[src/rtl/mux4to1_rr_merge_pkg.sv]
// Shared constants and output-stage state encoding for the 4-to-1 round-robin merge.
package mux_pkg;

  localparam int N_CH  = 4;
  localparam int SEL_W = 2;

  typedef logic [0:0] state_t;
  localparam state_t ST_EMPTY = 1'b0;
  localparam state_t ST_FULL  = 1'b1;

endpackage

[src/rtl/mux4to1_rr_merge_if.sv]
// Bundle of the four input channels and the merged output stream.
interface mux4to1_rr_merge_if
  import mux_pkg::*;
#(
  parameter int DATA_W = 8
);

  logic [N_CH-1:0]        in_valid;
  logic [N_CH*DATA_W-1:0] in_data;
  logic [N_CH-1:0]        in_ready;
  logic                   out_valid;
  logic [DATA_W-1:0]      out_data;
  logic [SEL_W-1:0]       out_sel;
  logic                   out_ready;

  modport master (
    output in_valid, in_data, out_ready,
    input  in_ready, out_valid, out_data, out_sel
  );

  modport slave (
    input  in_valid, in_data, out_ready,
    output in_ready, out_valid, out_data, out_sel
  );

endinterface

[src/rtl/mux4to1_rr_merge_arb.sv]
// Combinational round-robin arbiter: first requester at or after ptr wins, wrapping 3->0.
module rr_arbiter4
  import mux_pkg::*;
(
  input  logic [N_CH-1:0]  req,
  input  logic [SEL_W-1:0] ptr,
  input  logic             en,
  output logic [N_CH-1:0]  gnt,
  output logic [SEL_W-1:0] gnt_idx,
  output logic             any
);

  logic             found;
  logic [SEL_W-1:0] idx;

  always_comb begin
    // NOTE: every variable gets a default before any branch so no latch is inferred.
    gnt     = '0;
    gnt_idx = ptr;
    any     = |req;
    found   = 1'b0;
    idx     = ptr;
    for (int i = 0; i < N_CH; i++) begin
      idx = ptr + SEL_W'(i);
      if (!found && req[idx]) begin
        found   = 1'b1;
        gnt_idx = idx;
      end
    end
    if (en && any) gnt[gnt_idx] = 1'b1;
  end

endmodule

[src/rtl/mux4to1_rr_merge.sv]
// Four-channel round-robin merge with a single registered output stage.
module mux4to1_rr_merge
  import mux_pkg::*;
#(
  parameter int DATA_W = 8
)(
  input  logic               clk,
  input  logic               rst_n,
  mux4to1_rr_merge_if.slave  bus
);

  state_t            state_q, state_d;
  logic [SEL_W-1:0]  ptr_q, ptr_d;
  logic [DATA_W-1:0] data_q, data_d;
  logic [SEL_W-1:0]  sel_q, sel_d;

  logic              can_load;
  logic              load;
  logic [N_CH-1:0]   gnt;
  logic [SEL_W-1:0]  gnt_idx;
  logic              any;

  // Holding rst_n low blocks grants so nothing is accepted while resetting.
  assign can_load = rst_n & ((state_q == ST_EMPTY) | bus.out_ready);

  rr_arbiter4 u_arb (
    .req     (bus.in_valid),
    .ptr     (ptr_q),
    .en      (can_load),
    .gnt     (gnt),
    .gnt_idx (gnt_idx),
    .any     (any)
  );

  assign load        = any & can_load;
  assign bus.in_ready = gnt;

  always_comb begin
    state_d = state_q;
    ptr_d   = ptr_q;
    data_d  = data_q;
    sel_d   = sel_q;
    if (load) begin
      // A load during a drain simply overwrites the departing beat.
      data_d  = bus.in_data[gnt_idx*DATA_W +: DATA_W];
      sel_d   = gnt_idx;
      state_d = ST_FULL;
      ptr_d   = gnt_idx + SEL_W'(1);
    end else if (state_q == ST_FULL && bus.out_ready) begin
      state_d = ST_EMPTY;
    end
  end

  // NOTE: state uses non-blocking assignments; reset is sampled on the clock edge.
  always_ff @(posedge clk) begin
    if (!rst_n) begin
      state_q <= ST_EMPTY;
      ptr_q   <= '0;
      data_q  <= '0;
      sel_q   <= '0;
    end else begin
      state_q <= state_d;
      ptr_q   <= ptr_d;
      data_q  <= data_d;
      sel_q   <= sel_d;
    end
  end

  assign bus.out_valid = (state_q == ST_FULL);
  assign bus.out_data  = data_q;
  assign bus.out_sel   = sel_q;

endmodule

[src/flat_wrapper.sv]
// flat-port wrapper written by rule: the top's interface ports become plain ports
module mux4to1_rr_merge_flat import mux_pkg::*;
#(
  parameter int DATA_W = 8
)
  (clk, rst_n, bus_in_valid, bus_in_data, bus_out_ready, bus_in_ready, bus_out_valid, bus_out_data, bus_out_sel);
  mux4to1_rr_merge_if #(.DATA_W(DATA_W)) bus_i ();
  input  logic clk;
  input  logic rst_n;
  input wire logic [$bits(bus_i.in_valid)-1:0] bus_in_valid;
  input wire logic [$bits(bus_i.in_data)-1:0] bus_in_data;
  input wire logic [$bits(bus_i.out_ready)-1:0] bus_out_ready;
  output wire logic [$bits(bus_i.in_ready)-1:0] bus_in_ready;
  output wire logic [$bits(bus_i.out_valid)-1:0] bus_out_valid;
  output wire logic [$bits(bus_i.out_data)-1:0] bus_out_data;
  output wire logic [$bits(bus_i.out_sel)-1:0] bus_out_sel;
  assign bus_i.in_valid = bus_in_valid;
  assign bus_i.in_data = bus_in_data;
  assign bus_i.out_ready = bus_out_ready;
  assign bus_in_ready = bus_i.in_ready;
  assign bus_out_valid = bus_i.out_valid;
  assign bus_out_data = bus_i.out_data;
  assign bus_out_sel = bus_i.out_sel;
  mux4to1_rr_merge #(.DATA_W(DATA_W)) u_core (.clk(clk), .rst_n(rst_n), .bus(bus_i));
endmodule
[config.mk]
export PLATFORM = sky130hd
export DESIGN_NAME = mux4to1_rr_merge_flat
export DESIGN_NICKNAME = d
export VERILOG_FILES = /design/src/rtl/mux4to1_rr_merge_pkg.sv /design/src/rtl/mux4to1_rr_merge_if.sv /design/src/rtl/mux4to1_rr_merge_arb.sv /design/src/rtl/mux4to1_rr_merge.sv /design/src/flat_wrapper.sv
export SDC_FILE = /design/constraint.sdc
export NUM_CORES = 1
export LEC_CHECK = 0
export ABC_AREA = 1
export CAP_MARGIN = 20
export CELL_PAD_IN_SITES_DETAIL_PLACEMENT = 0
export CELL_PAD_IN_SITES_GLOBAL_PLACEMENT = 2
export CORE_AREA = 4 4 85 87
export CTS_CLUSTER_SIZE = 16
export DETAILED_ROUTE_END_ITERATION = 8
export DIE_AREA = 0 0 89 91
export MAX_ROUTING_LAYER = met4
export PLACE_DENSITY = 0.86
export SLEW_MARGIN = 20
export SYNTH_ARGS = -nofsm -noshare
export SYNTH_HDL_FRONTEND = slang
export SYNTH_SLANG_ARGS = --single-unit
export TNS_END_PERCENT = 1
[constraint.sdc]
create_clock -name clk -period 2.46 [get_ports clk]
set_clock_uncertainty 0.1 [all_clocks]
set_input_delay 0.615 -clock clk [delete_from_list [all_inputs] [get_ports clk]]
set_output_delay 0.615 -clock clk [all_outputs]
set_load 0.05 [all_outputs]
==> flow_summary.toml <==
[timing]
fin_ws_ns = -0.156
finalSetupViolCount = 4
clock.fmax_ghz = 0.382
worst_slew_pin_slew_ns = 0.524
fin_crit_sh = 1.06
final_max_slew_viol_count = 0
maxSlewHeadroom = 0.650
finalHoldViolCount = 0
tns_ns = -0.580
min_period_ns = 2.62
grt_setup_unrepaired = "yes"

[pwr]
p_int_mw = 1.48
p_seq_frac = 0.112
netSwitchingPower_mw = 1.72
p_leak_nw = 1.24
ir_drop_mv = 0.673
p_sw_frac = 0.537
power_frac_clock = 0.059
p_comb_frac = 0.829
power.density_nw_per_um2 = 1300

[setup_path]
cp.arrival_ns = 1.90
path_class = "in -> out"
r2r_setup_slack_ns = 0.47
start_kind = "primary input"
endpoint = "bus_in_ready[0]"
critical_path_peak_fanout = 4
reg2reg_to = "u_core.bus.out_data[6]"
worstReg2RegStart = "u_core.ptr_q[0]"
crit_start = "bus_in_valid[3]"
r2r_cells = 16
required_ns = 1.75
end_kind = "primary output"

[die]
die_w_um = 89
core.rowCount = 29
io_pins = 54
core_um2 = 6350
die_area_um2 = 8100
die_h_um = 91
start_util = 0.207

[placed_design]
dpl_cell_area_um2 = 2110
port-buffer-count = 53
gp_congestion = 0.839
hpwl_um = 3430

[clocking]
tritoncts = "built"
clock-sinks = 13
hold_buffers = 0
htreeDepth = 1
cts-root-buf = "clkbuf_8"
clk_latency_ns = 0.24
path_clk_slew_ns = 0.05
numCtsBuffers = 3
cts_buffer_depth = 2

[hold_path]
hp-class = "reg -> reg"

[drt]
drt_pass1_iterations = 4
wire_per_inst_um = 11.7
vias = 1657
vias_per_cell = 4.29
drt_wl_total_um = 4530
drc = 0
ant_nets = 0
drtIter0Drc = 62

[logic_synthesis]
ys_top_cells_by_area = "nand2_1 27%, dfxtp_1 20%, nand3_1 18%"
ys_seq_area_frac = 0.198
ys_ff_latch = 13
synthCells = 229
yosysTopAreaCell = "nand2_1"
yosysWarningCount = 0
netlist.area_leader.share = 0.271
synth.cell_area_um2 = 1320
syn_nets = 268
avgSynthCellArea_um2 = 5.74
synth.distinct_cells = 20

[outcome]
violations = "setup timing"
status = "finished, violations left"

[flow_run]
max_cap_violations = 0

[finish]
fin_nets = 349
post-route-cell-area_um2 = 2460
layout_commonest_cell = "nand2_1"
syn_to_final_growth_pct = 87.3
drive_above_1_share = 0.366
fillers = 688
n_antenna_cell = 0
layout_common_cells = "71 x nand2_1, 45 x clkdlybuf4s50_1, 41 x nand3_1"

[global_routing]
grt_max_degree = 17
grt.overflow.total = 0
grt_pass1_vias = 1640
grtUsageTotal = 0.115
grt_antenna_before_repair = 0
grt_pass1_wl_um = 7330
==> layer usage <==
metal	wire (um)	track usage
met1	1910	0.144
met2	2240	0.186
met3	301	0.0335
met4	75	0.0161
met5	0	-
==> worst max-delay path, cell delays in order <==
cell	delay, ns
buf_4	0.13
inv_2	0.07
nand2_2	0.06
nand2_2	0.09
nand2_4	0.06
nand2_4	0.09
nand2_4	0.08
inv_4	0.08
nand2_8	0.07
nand2_8	0.07
nand2_8	0.05
nor2_4	0.11
inv_2	0.06
nor2_4	0.11
buf_12	0.14
==> worst min-delay path by stage <==
stage	from	end	slack, ns	cells after the start
final	u_core.bus.out_data[7]	u_core.bus.out_data[7]	0.37	2
after CTS	u_core.bus.out_data[7]	u_core.bus.out_data[7]	0.37	2
after detailed placement	u_core.bus.out_data[1]	u_core.bus.out_data[1]	0.36	2
after global placement	u_core.bus.out_data[3]	u_core.bus.out_data[3]	0.36	2
after floorplan	u_core.ptr_q[1]	u_core.ptr_q[1]	0.56	5
after global routing	u_core.bus.out_sel[1]	u_core.bus.out_sel[1]	0.39	2
==> cells by family (layout without fill, tap and decap cells) <==
kind of cell	count (synthesis)	in the layout	share of synthesized area
AO/OA/AOI/OAI	4	4	0.0171
buffers and inverters	41	121	0.141
flip-flops	13	13	0.198
AND/OR/NAND/NOR	171	171	0.644
==> what timing repair did <==
action / CTS / global route
pin swaps: 20 / 23
setup endpoints to repair: 4 / 4
cloned: 1 / 0
buffers inserted: 7 / 2
resized for setup: 56 / 35
==> flip-flops by register name, indices dropped and copies added, names as in the netlist <==
name,count
u_core.bus.out_data,8
u_core.bus.out_sel,2
u_core.bus.out_valid,1
u_core.ptr_q,2
==> power by group through the flow <==
| stage | clock network (mW) | logic [mW] | registers [mW] |
|---|---|---|---|
| final | 0.188 | 2.66 | 0.358 |
| after global routing | 0.213 | 2.90 | 0.367 |
| after CTS | 0.195 | 2.43 | 0.354 |
| after detailed placement | 0 | 2.20 | 0.334 |
| after global placement | 0 | 2.20 | 0.338 |
| after floorplan | 0 | 1.29 | 0.552 |
==> cell type report <==
cell class | instances | area, um2 | area share
clock inverter | 1 | 5.00 | 0.00203
inverter | 33 | 146 | 0.0594
clock buffer | 3 | 41.3 | 0.0168
sequential | 13 | 268 | 0.109
multi-input combinational | 175 | 1100 | 0.445
tap | 77 | 96.3 | 0.0391
timing repair buffer | 84 | 811 | 0.329
==> synth_stat cells, drive strengths merged <==
cell type and count:
o31ai 1, clkbuf 2, nand4 1, buf 6, nand3 47, a21oi 1
dfxtp 13, nand2 115, o21ai 2, inv 33, nor2 8
==> per-stage QoR <==
stage          setup WS (ns)   util  std cells  hold slack (ns)  total power [mW]
3_5_place_dp          -0.683  0.332        372            0.362              2.53
6_report              -0.156  0.388        386            0.366              3.20
5_1_grt               -0.238  0.388        386            0.392              3.48
2_1_floorplan        -0.0199      -        229            0.563              1.84
4_1_cts               -0.162  0.362        384            0.373              2.98
3_3_place_gp          -0.646  0.332        372            0.361              2.54
(Power assumes the default switching activity.)
